File: src/rtl/can_init_sequencer_if.sv
`default_nettype none
// ============================================================================
//  Module      : can_init_sequencer_if
//  Description : Bus bundle between the CAN init sequencer, its init-value
//                lookup table and the CAN controller register port.
//                master = sequencer side, slave = table/controller side.
//  Revision    : 1.0 - initial release
// ============================================================================
interface can_init_sequencer_if;
    logic        start;
    logic [4:0]  init_addr;
    logic [15:0] data_init;
    logic [4:0]  reg_addr;
    logic [15:0] reg_wdata;
    logic        reg_wr;
    logic        reg_wr_ack;
    logic        reg_rd;
    logic        reg_rd_ack;
    logic [15:0] reg_rdata;
    logic        busy;
    logic        done;
    logic        init_err;
    logic [2:0]  err_idx;

    modport master (
        input  start, data_init, reg_wr_ack, reg_rd_ack, reg_rdata,
        output init_addr, reg_addr, reg_wdata, reg_wr, reg_rd,
               busy, done, init_err, err_idx
    );

    modport slave (
        output start, data_init, reg_wr_ack, reg_rd_ack, reg_rdata,
        input  init_addr, reg_addr, reg_wdata, reg_wr, reg_rd,
               busy, done, init_err, err_idx
    );
endinterface
`default_nettype wire

File: src/rtl/can_init_sequencer.sv
`default_nettype none
// ============================================================================
//  Module      : can_init_sequencer
//  Description : Writes a fixed seven-step init table into a CAN controller
//                (0x0F,0x0E,0x05,0x04,0x11,0x10,0x12) with per-access ack
//                timeout, error capture and one-cycle done pulse.
//                Optional macro INIT_READBACK_EN: read back and verify each
//                register after its write.
//  Revision    : 1.0 - initial release
// ============================================================================
module can_init_sequencer #(
    parameter int ACK_TIMEOUT = 255
) (
    input  wire logic          clk,
    input  wire logic          rst,
    can_init_sequencer_if.master bus
);

    localparam logic [7:0] C_TIMEOUT  = 8'(ACK_TIMEOUT);
    localparam logic [2:0] C_LAST_IDX = 3'd6;

    typedef enum logic [2:0] {
        S_IDLE  = 3'd0,
        S_FETCH = 3'd1,
        S_WRITE = 3'd2,
`ifdef INIT_READBACK_EN
        S_READ  = 3'd3,
`endif
        S_DONE  = 3'd4,
        S_ERROR = 3'd5
    } state_t;

    state_t      state_q;
    logic [2:0]  idx_q;
    logic [7:0]  timer_q;
    logic [4:0]  init_addr_q;
    logic [4:0]  reg_addr_q;
    logic [15:0] reg_wdata_q;
    logic        reg_wr_q;
    logic        busy_q;
    logic        done_q;
    logic        init_err_q;
    logic [2:0]  err_idx_q;

    logic [2:0]  idx_d;
    logic [4:0]  next_addr_d;
    logic [7:0]  timer_d;
    logic        step_last;

    // Register 0x12 (interrupt/enable) is deliberately the final step so the
    // controller is fully configured before it can raise interrupts.
    function automatic logic [4:0] step_addr(input logic [2:0] i);
        case (i)
            3'd0:    step_addr = 5'h0F;
            3'd1:    step_addr = 5'h0E;
            3'd2:    step_addr = 5'h05;
            3'd3:    step_addr = 5'h04;
            3'd4:    step_addr = 5'h11;
            3'd5:    step_addr = 5'h10;
            default: step_addr = 5'h12;
        endcase
    endfunction

    // Next step index, its table address and the incremented ack timer.
    always_comb begin
        idx_d       = idx_q + 3'd1;
        next_addr_d = step_addr(idx_d);
        timer_d     = timer_q + 8'd1;
        step_last   = (idx_q == C_LAST_IDX);
    end

`ifdef INIT_READBACK_EN
    logic reg_rd_q;
`else
    // Readback inputs are not used when verification is compiled out.
    logic w_unused_rb;
    assign w_unused_rb = &{1'b0, bus.reg_rd_ack, bus.reg_rdata};
`endif

    // Sequencer FSM; every output is a register updated here.
    always_ff @(posedge clk or posedge rst) begin
        if (rst) begin
            state_q     <= S_IDLE;
            idx_q       <= 3'd0;
            timer_q     <= 8'd0;
            init_addr_q <= 5'd0;
            reg_addr_q  <= 5'd0;
            reg_wdata_q <= 16'd0;
            reg_wr_q    <= 1'b0;
            busy_q      <= 1'b0;
            done_q      <= 1'b0;
            init_err_q  <= 1'b0;
            err_idx_q   <= 3'd0;
`ifdef INIT_READBACK_EN
            reg_rd_q    <= 1'b0;
`endif
        end else begin
            done_q <= 1'b0;
            case (state_q)
                S_IDLE: begin
                    if (bus.start) begin
                        state_q     <= S_FETCH;
                        idx_q       <= 3'd0;
                        init_addr_q <= step_addr(3'd0);
                        busy_q      <= 1'b1;
                        init_err_q  <= 1'b0;
                        err_idx_q   <= 3'd0;
                    end
                end
                S_FETCH: begin
                    // data_init is the table's combinational answer to init_addr.
                    reg_addr_q  <= init_addr_q;
                    reg_wdata_q <= bus.data_init;
                    reg_wr_q    <= 1'b1;
                    timer_q     <= 8'd0;
                    state_q     <= S_WRITE;
                end
                S_WRITE: begin
                    // Ack is checked before the timeout so a last-cycle ack wins.
                    if (bus.reg_wr_ack) begin
                        reg_wr_q <= 1'b0;
`ifdef INIT_READBACK_EN
                        reg_rd_q <= 1'b1;
                        timer_q  <= 8'd0;
                        state_q  <= S_READ;
`else
                        if (step_last) begin
                            state_q <= S_DONE;
                            done_q  <= 1'b1;
                        end else begin
                            idx_q       <= idx_d;
                            init_addr_q <= next_addr_d;
                            state_q     <= S_FETCH;
                        end
`endif
                    end else if (timer_d == C_TIMEOUT) begin
                        state_q    <= S_ERROR;
                        init_err_q <= 1'b1;
                        err_idx_q  <= idx_q;
                        reg_wr_q   <= 1'b0;
                    end else begin
                        timer_q <= timer_d;
                    end
                end
`ifdef INIT_READBACK_EN
                S_READ: begin
                    if (bus.reg_rd_ack) begin
                        reg_rd_q <= 1'b0;
                        if (bus.reg_rdata != reg_wdata_q) begin
                            state_q    <= S_ERROR;
                            init_err_q <= 1'b1;
                            err_idx_q  <= idx_q;
                        end else if (step_last) begin
                            state_q <= S_DONE;
                            done_q  <= 1'b1;
                        end else begin
                            idx_q       <= idx_d;
                            init_addr_q <= next_addr_d;
                            state_q     <= S_FETCH;
                        end
                    end else if (timer_d == C_TIMEOUT) begin
                        state_q    <= S_ERROR;
                        init_err_q <= 1'b1;
                        err_idx_q  <= idx_q;
                        reg_rd_q   <= 1'b0;
                    end else begin
                        timer_q <= timer_d;
                    end
                end
`endif
                S_DONE, S_ERROR: begin
                    // init_err/err_idx stay sticky until the next accepted start.
                    state_q     <= S_IDLE;
                    busy_q      <= 1'b0;
                    init_addr_q <= 5'd0;
                    idx_q       <= 3'd0;
                end
                default: state_q <= S_IDLE;
            endcase
        end
    end

    assign bus.init_addr = init_addr_q;
    assign bus.reg_addr  = reg_addr_q;
    assign bus.reg_wdata = reg_wdata_q;
    assign bus.reg_wr    = reg_wr_q;
    assign bus.busy      = busy_q;
    assign bus.done      = done_q;
    assign bus.init_err  = init_err_q;
    assign bus.err_idx   = err_idx_q;
`ifdef INIT_READBACK_EN
    assign bus.reg_rd    = reg_rd_q;
`else
    assign bus.reg_rd    = 1'b0;
`endif

endmodule
`default_nettype wire
File: src/flat_wrapper.sv
// flat-port wrapper written by rule: the top's interface ports become plain ports
module can_init_sequencer_flat 
#(
    parameter int ACK_TIMEOUT = 255
)
  (clk, rst, bus_start, bus_data_init, bus_reg_wr_ack, bus_reg_rd_ack, bus_reg_rdata, bus_init_addr, bus_reg_addr, bus_reg_wdata, bus_reg_wr, bus_reg_rd, bus_busy, bus_done, bus_init_err, bus_err_idx);
  can_init_sequencer_if bus_i ();
  input  wire logic clk;
  input  wire logic rst;
  input wire logic [$bits(bus_i.start)-1:0] bus_start;
  input wire logic [$bits(bus_i.data_init)-1:0] bus_data_init;
  input wire logic [$bits(bus_i.reg_wr_ack)-1:0] bus_reg_wr_ack;
  input wire logic [$bits(bus_i.reg_rd_ack)-1:0] bus_reg_rd_ack;
  input wire logic [$bits(bus_i.reg_rdata)-1:0] bus_reg_rdata;
  output wire logic [$bits(bus_i.init_addr)-1:0] bus_init_addr;
  output wire logic [$bits(bus_i.reg_addr)-1:0] bus_reg_addr;
  output wire logic [$bits(bus_i.reg_wdata)-1:0] bus_reg_wdata;
  output wire logic [$bits(bus_i.reg_wr)-1:0] bus_reg_wr;
  output wire logic [$bits(bus_i.reg_rd)-1:0] bus_reg_rd;
  output wire logic [$bits(bus_i.busy)-1:0] bus_busy;
  output wire logic [$bits(bus_i.done)-1:0] bus_done;
  output wire logic [$bits(bus_i.init_err)-1:0] bus_init_err;
  output wire logic [$bits(bus_i.err_idx)-1:0] bus_err_idx;
  assign bus_i.start = bus_start;
  assign bus_i.data_init = bus_data_init;
  assign bus_i.reg_wr_ack = bus_reg_wr_ack;
  assign bus_i.reg_rd_ack = bus_reg_rd_ack;
  assign bus_i.reg_rdata = bus_reg_rdata;
  assign bus_init_addr = bus_i.init_addr;
  assign bus_reg_addr = bus_i.reg_addr;
  assign bus_reg_wdata = bus_i.reg_wdata;
  assign bus_reg_wr = bus_i.reg_wr;
  assign bus_reg_rd = bus_i.reg_rd;
  assign bus_busy = bus_i.busy;
  assign bus_done = bus_i.done;
  assign bus_init_err = bus_i.init_err;
  assign bus_err_idx = bus_i.err_idx;
  can_init_sequencer #(.ACK_TIMEOUT(ACK_TIMEOUT)) u_core (.clk(clk), .rst(rst), .bus(bus_i));
endmodule
File: config.mk
export PLATFORM = sky130hd
export DESIGN_NAME = can_init_sequencer_flat
export DESIGN_NICKNAME = d
export VERILOG_FILES = /design/src/rtl/can_init_sequencer_if.sv /design/src/rtl/can_init_sequencer.sv /design/src/flat_wrapper.sv
export SDC_FILE = /design/constraint.sdc
export NUM_CORES = 1
export LEC_CHECK = 0
export CAP_MARGIN = 20
export CORE_UTILIZATION = 42
export CTS_BUF_LIST = sky130_fd_sc_hd__clkbuf_16
export CTS_CLUSTER_DIAMETER = 30
export CTS_CLUSTER_SIZE = 25
export DETAILED_ROUTE_END_ITERATION = 10
export GPL_TIMING_DRIVEN = 0
export MAX_ROUTING_LAYER = met4
export PLACE_DENSITY_LB_ADDON = 0.3
export SLEW_MARGIN = 20
export SYNTH_ARGS = -nofsm -noshare
export SYNTH_HDL_FRONTEND = slang
export SYNTH_SLANG_ARGS = --single-unit
File: constraint.sdc
create_clock -name clk -period 2.2 [get_ports clk]
set_clock_uncertainty 0.1 [all_clocks]
set_input_delay 0.22 -clock clk [delete_from_list [all_inputs] [get_ports clk]]
set_output_delay 0.22 -clock clk [all_outputs]
set_load 0.05 [all_outputs]
==> run metrics, run 1 <==
worst setup margin=approximately 0.0072 ns; final hold violations=0; Peak VDD IR=about 1000 µV; Synth top area share=between 50% and 60%; largest net degree at the start of global routing=30; Synth cell types=44; Final Core Density=between 60 and 70%; Core ar.=a little over 5000 µm²; Yosys top cell by area=dfrtp_1; Yosys Warn Count=0; cts hold-fix bufs=0; max_slew headroom=approximately 65%; PD cells=between 1000 and 1500 nW/µm²; Tot GR Track Use=about a fifth; global-route wire length before repair=7935 µm; Hold Crit Class=input pin to async pin; io pins=a little over 70; gate count after technology mapping=around 240; Iteration-0 DRC Markers=112; RSZ-0062 raised after global routing=yes; Residual DRC=0; Filler cells=430; Post-synth EDFFs=0; Post-Route WL=around 5300 µm; Final #Nets=~360; TritonRoute pass-1 iters=4; die area=between 5000 and 6000 µm²; Max clock buf depth=2; share of the yosys chip area belonging to registers=52.66%; Overall Power=about 4.6 mW; vias=between 1.5k and 2k; CTS tree=done; ranking of synthesized cells by area=dfrtp_1 (53%), nand2_1 (14%), ha_1 (3.9%), o21ai_0 (3.6%), nand3_1 (2.5%); Mapped Area=~2200 µm²; Reg clk slew, reported paths=~0.060 ns; Initial Util=a little over two fifths; GRT overflow=0; Setup crit end kind=register; final worst-path cycle share=99.67%; Mapped Nets=roughly 290; Worst Hold Slack=between 0.1 and 0.15 ns; syn avg cell area=roughly 9.2 µm²; crit path max fanout=8; FFs w/ async S/R, synth=100.0%; Leakage=around 1.5 nW; max-cap viol count=0; FMAX=0.4560 GHz; status=finished clean; Post-Place Worst Slack=-0.2712 ns; ANT nets after route=0; CP Class=register to register; Setup violations, final=0; Req. time, crit path=~2.3 ns; crit path time final=around 2.2 ns; Routed WL per cell=about 14 µm; Die Y=roughly 75 µm; Worst EP arrival=2.26 ns; Root Buffer=clkbuf_16; # clock sinks=47; H-Tree Depth=2; register bit total from synthesis=47; Die X=around 75 µm; insertion delay to the later sink of the worst-skew pair=between 0.2 and 0.3 ns; GPL Wtd Cong=0.8359; worst-margin pin slew=around 0.53 ns; Vias/cell=a little under 5; antenna diode count=0; DP Wirelength=around 3500 µm; nature of the critical path startpoint=register; Main synth FF type=dfrtp_1; CTS Buf Count=5; Port Buffers=52; initial antenna violation count=0; Slew Viols, Final=0; vias in the first global route=between 1.5k and 2k; synth-to-layout area growth=48.12%; Row Count=26; share of cells above drive strength 1=between 15 and 20%
## layer usage
layer | up-vias | track usage [%] | share of wire, %
met5 | - | - | 0
met2 | 34 | 29.93 | 48
met4 | 0 | 6.918 | 1.4
li1 | 949 | - | -
met1 | 914 | 26.33 | 48
met3 | 7 | 3.213 | 2.4
## critical path, stage by stage (launching register included)
cell      delay, ns
dfrtp_2        0.41
buf_12         0.13
and4_4         0.22
and4bb_2       0.28
o21ai_4        0.08
o31a_1         0.32
buf_6          0.15
and3_4         0.17
a211o_1        0.22
## final cells by class
cell class | instances | area [µm²] | share of cell area [%]
Timing Repair Buffer | 64 | 645.6 | 19.52
Clock inverter | 2 | 33.78 | 1.021
Clock buffer | 5 | 125.1 | 3.782
Inverter | 8 | 30.03 | 0.9077
Multi-Input combinational cell | 177 | 1135 | 34.30
Buffer | 11 | 72.57 | 2.194
Tap cell | 70 | 87.58 | 2.648
Sequential cell | 47 | 1179 | 35.63
## where the power goes
part	switching, mW	leakage, nW	internal (mW)
Combinational	1.61	0.833	0.824
Clock	0.310	0.0811	0.526
Sequential	0.202	0.593	1.17
## logic make-up (layout without fill, tap and decap cells)
logic type                 after synthesis  after routing  synth area share [%]
AOI/OAI and AO/OA                       40             40                 11.54
xor gates and xnor gates                 2              2                0.7845
adders and majority gates                7              7                 3.921
buffers and inverters                   19             90                 4.145
DFF                                     47             47                 52.66
muxes                                    5              5                 2.297
other                                    1              1                0.1679
and+or+nand+nor                        122            122                 24.48
## synth_stat cells (2+ instances only)
master	instances
o21a_1	4
nor2_1	7
nand3_1	11
nand2_1	82
o21ai_0	16
nor2b_1	3
ha_1	7
buf_6	2
a21oi_1	5
a21o_1	2
nand2b_1	2
inv_1	8
nor3_1	4
o31ai_1	2
xnor2_1	2
mux2i_1	4
dfrtp_1	47
a41oi_1	2
clkbuf_1	6
nor3b_1	3
## final timing paths
kind                                                      start                                   end  slack, ns  cells past startpoint
setup / recovery                  u_core.timer_q[0]$_DFFE_PP0P_         u_core.timer_q[4]$_DFFE_PP0P_      0.007                      8
hold / removal                                              rst   u_core.bus.reg_wdata[4]$_DFFE_PP0P_       0.15                      2
setup reg to reg                  u_core.timer_q[0]$_DFFE_PP0P_         u_core.timer_q[4]$_DFFE_PP0P_      0.007                      8
hold reg to reg            u_core.bus.reg_wdata[14]$_DFFE_PP0P_  u_core.bus.reg_wdata[14]$_DFFE_PP0P_       0.37                      2
max in group asynchronous                                   rst  u_core.bus.reg_wdata[12]$_DFFE_PP0P_       1.35                      3
min in group clk                              bus_data_init[10]  u_core.bus.reg_wdata[10]$_DFFE_PP0P_       0.36                      3
## flip-flops by register name, summed over array words and instances (netlist names)
signal                flops
u_core.bus.reg_addr       5
u_core.bus.reg_wdata     16
u_core.idx_q              3
u_core.state_q            3
u_core.bus.init_addr      5
u_core.bus.busy           1
u_core.bus.reg_wr         1
u_core.bus.err_idx        3
u_core.timer_q            8
u_core.bus.init_err       1
u_core.bus.done           1
## placed cells by master (no fill, tap or decap), types with 3 or more instances in the layout
cell | netlist | routed
a21oi_1 | 5 | 5
buf_12 | 0 | 3
buf_4 | 1 | 9
buf_6 | 2 | 3
clkbuf_1 | 6 | 5
clkbuf_16 | 0 | 5
clkdlybuf4s50_1 | 0 | 52
dfrtp_1 | 47 | 45
ha_1 | 7 | 6
inv_1 | 8 | 8
mux2i_1 | 4 | 4
nand2_1 | 82 | 81
nand3_1 | 11 | 10
nor2_1 | 7 | 7
o21a_1 | 4 | 3
o21ai_0 | 16 | 15
## metrics by stage
step | TNS [ns] | instances | instance area, µm²
floorplan | 0 | 243 | 2247
global placement | -10.59 | 365 | 2855
detailed placement | -1.910 | 366 | 2875
CTS | 0 | 378 | 3164
global route | -0.1684 | 384 | 3308
finish | 0 | 384 | 3308
## timing repair
action	CTS	global route
endpoints found under the setup margin	17	14
buffers inserted	5	5
resized for setup	19	18
cloned	0	1
pin swaps	7	8
No activity file was read; power rests on OpenSTA's default activity.
==> inputs of run 2 (changes only) <==
--- a/config.mk
+++ b/config.mk
@@ -11,6 +11,7 @@
 export CTS_CLUSTER_DIAMETER = 30
 export CTS_CLUSTER_SIZE = 25
 export DETAILED_ROUTE_END_ITERATION = 10
+export GPL_ROUTABILITY_DRIVEN = 0
 export GPL_TIMING_DRIVEN = 0
 export MAX_ROUTING_LAYER = met4
 export PLACE_DENSITY_LB_ADDON = 0.3
==> run 2 against run 1 <==
  * Critical path depth is the same
  * Cell area up 1.2%
  * Flip-flop and latch count stayed put
  * Final cell count rose by 0.78%
  * Clock power increased by 16%
  * Combinational power about the same
==> run metrics, run 2 (synthesis results as in run 1) <==
Req. time, crit path=2.27 ns (about the same); Core ar.=5107 µm² (unchanged); sequence of cells on the critical path=buf_6, and4_4, and4bb_2, o21ai_4, o31a_1, buf_6, nor2_4, a221o_1 (was buf_12, and4_4, and4bb_2, o21ai_4, o31a_1, buf_6, and3_4, a211o_1); Slew Viols, Final=0 (unchanged); Flop pwr share=28.6% (was 29.5%); CTS tree=done (unchanged); initial antenna violation count=0 (unchanged); largest net degree at the start of global routing=35 (was 30); final worst-path cycle share=99.28% (was 99.67%); switching pwr=2.133 mW (was 2.125 mW); Peak VDD IR=1037 µV (was 1003 µV); Pint=2.663 mW (was 2.518 mW); GRT overflow=0 (unchanged); max-cap viol count=0 (unchanged); Setup violations, final=0 (unchanged); Hold Crit Class=input pin to async pin (unchanged); H-Tree Depth=2 (unchanged); Filler cells=424 (was 430); Reg clk slew, reported paths=0.07 ns (was 0.06 ns); nature of the critical path startpoint=register (unchanged); worst-margin pin slew=0.5273 ns (was 0.5307 ns); # clock sinks=47 (unchanged); DP Wirelength=3463 µm (was 3478 µm); Initial Util=43.73% (unchanged); vias=1917 (was 1904); io pins=71 (unchanged); placed cells=366 (unchanged); Row Count=26 (unchanged); sw frac=44.48% (was 45.77%); Die X=74.92 µm (unchanged); setup TNS=0 ns (unchanged); Crit-path slowest cell=dfrtp_2 (unchanged); CTS Buf Count=5 (unchanged); final hold violations=0 (unchanged); die area=5613 µm² (unchanged); Die Y=74.92 µm (unchanged); global-route wire length before repair=8217 µm (was 7935 µm); Max clock buf depth=2 (unchanged); Leakage=1.505 nW (was 1.507 nW); number of flip-flops in the largest register=16 (unchanged); CP Class=register to register (unchanged); Final #Nets=360 (was 358); status=finished clean (unchanged); Post-Route WL=5171 µm (was 5337 µm); Vias/cell=4.953 (was 4.958); post-route insts no fill=387 (was 384); commonest cells after routing, fill and taps aside=nand2_1 (81), clkdlybuf4s50_1 (52), dfrtp_1 (44) (was nand2_1 (81), clkdlybuf4s50_1 (52), dfrtp_1 (45)); met3 GRT Util=3.614% (was 3.213%); PD cells=1432 nW/µm² (was 1404 nW/µm²); ANT nets after route=0 (unchanged); antenna diode count=0 (unchanged); Residual DRC=0 (unchanged); crit path time final=2.184 ns (was 2.193 ns); cts hold-fix bufs=0 (unchanged); met1 usage=27.01% (was 26.33%); busiest grt layer=met2 (unchanged); Setup crit end kind=register (unchanged); insertion delay to the later sink of the worst-skew pair=0.29 ns (was 0.28 ns); RSZ-0062 raised after global routing=yes (unchanged); crit path max fanout=8 (unchanged); share of cells above drive strength 1=16.72% (was 16.24%); Root Buffer=clkbuf_16 (unchanged); vias in the first global route=1792 (was 1694); max_slew headroom=64.73% (was 64.51%); TritonRoute pass-1 iters=4 (unchanged); Critical Path Max Stage Delay=0.43 ns (was 0.41 ns); synth-to-layout area growth=49.97% (was 48.12%); clock network power share=20.1% (was 18.0%); Iteration-0 DRC Markers=99 (was 112); FMAX=0.4579 GHz (was 0.4560 GHz); Logic pwr share=51.3% (was 52.5%); Routed WL per cell=13.36 µm (was 13.90 µm); met2 Usage GRT=29.83% (was 29.93%); Worst EP arrival=2.26 ns (about the same); Tot GR Track Use=20.02% (was 19.56%); CP most frequent cell=buf_6; Port Buffers=52 (unchanged); commonest non-fill, non-tap cell in the layout=nand2_1 (unchanged)
run 2: cell count changes in the layout (fill, tap and decap cells not counted), sizes merged:
| cell | before | now |
|---|---|---|
| clkbuf | 11 | 12 |
| buf | 17 | 18 |
| bufinv | 1 | 2 |
run 2: worst max-delay path: cells and delay by family, from the launching register on:
family / cells / cell delay [ns]
AND/OR/NAND/NOR: 3 / 0.51
AO/OA/AOI/OAI: 3 / 0.74
flip-flops: 1 / 0.43
buffers and inverters: 2 / 0.28
run 2: per-stage QoR:
step           utilization [%]  cell area (µm²)  hold WS (ns)  total power [mW]  setup slack, ns
2_1_floorplan                -             2247        0.2067             2.931          0.02955
3_3_place_gp             55.90             2855        0.3571             3.656          -0.3367
3_5_place_dp             56.30             2875        0.3609             3.704          -0.2738
4_1_cts                  61.98             3166        0.1252             4.712         0.002364
5_1_grt                  65.58             3349        0.1556             5.084         -0.04594
6_report                 65.58             3349        0.1084             4.796          0.01595
run 2: final timing paths:
| check | startpoint | endpoint | slack (ns) | cells past startpoint |
|---|---|---|---|---|
| worst min-delay path | rst | u_core.timer_q[6]$_DFFE_PP0P_ | 0.11 | 2 |
| max in group asynchronous | rst | u_core.idx_q[2]$_DFFE_PP0P_ | 1.40 | 3 |
| worst max register to register | u_core.timer_q[0]$_DFFE_PP0P_ | u_core.timer_q[2]$_DFFE_PP0P_ | 0.02 | 8 |
| worst max-delay path | u_core.timer_q[0]$_DFFE_PP0P_ | u_core.timer_q[2]$_DFFE_PP0P_ | 0.02 | 8 |
| min in group clk | bus_data_init[1] | u_core.bus.reg_wdata[1]$_DFFE_PP0P_ | 0.36 | 3 |
| worst min register to register | u_core.bus.reg_wdata[11]$_DFFE_PP0P_ | u_core.bus.reg_wdata[11]$_DFFE_PP0P_ | 0.37 | 2 |
run 2: final cells by class:
cell class	instances	area [µm²]	area share (%)
sequential	47	1180	35.23
clock buffer	5	125.1	3.736
inverter	8	30.03	0.8965
multi-input combinational	177	1145	34.18
buffer	11	72.57	2.167
tap	70	87.58	2.615
timing repair buffer	66	645.6	19.28
clock inverter	3	63.81	1.905
run 2: layer usage:
metal	wire length [µm]	part of all wire, %	up-vias
met3	124	2.4	13
met4	126	2.4	0
met1	2458	48	915
met5	0	0	-
li1	-	-	958
met2	2462	48	31
run 2: power by group through the flow:
stage	clock network (mW)	registers [mW]	logic, mW
2_1_floorplan	0	2.23	0.697
3_3_place_gp	0	1.39	2.26
3_5_place_dp	0	1.40	2.30
6_report	0.965	1.37	2.46
4_1_cts	0.974	1.38	2.36
5_1_grt	1.01	1.41	2.66
run 2: what timing repair did:
action	4_1_cts	5_1_grt
buffers inserted	4	9
resized for setup	16	23
pin swaps	7	16
endpoints found under the setup margin	18	13
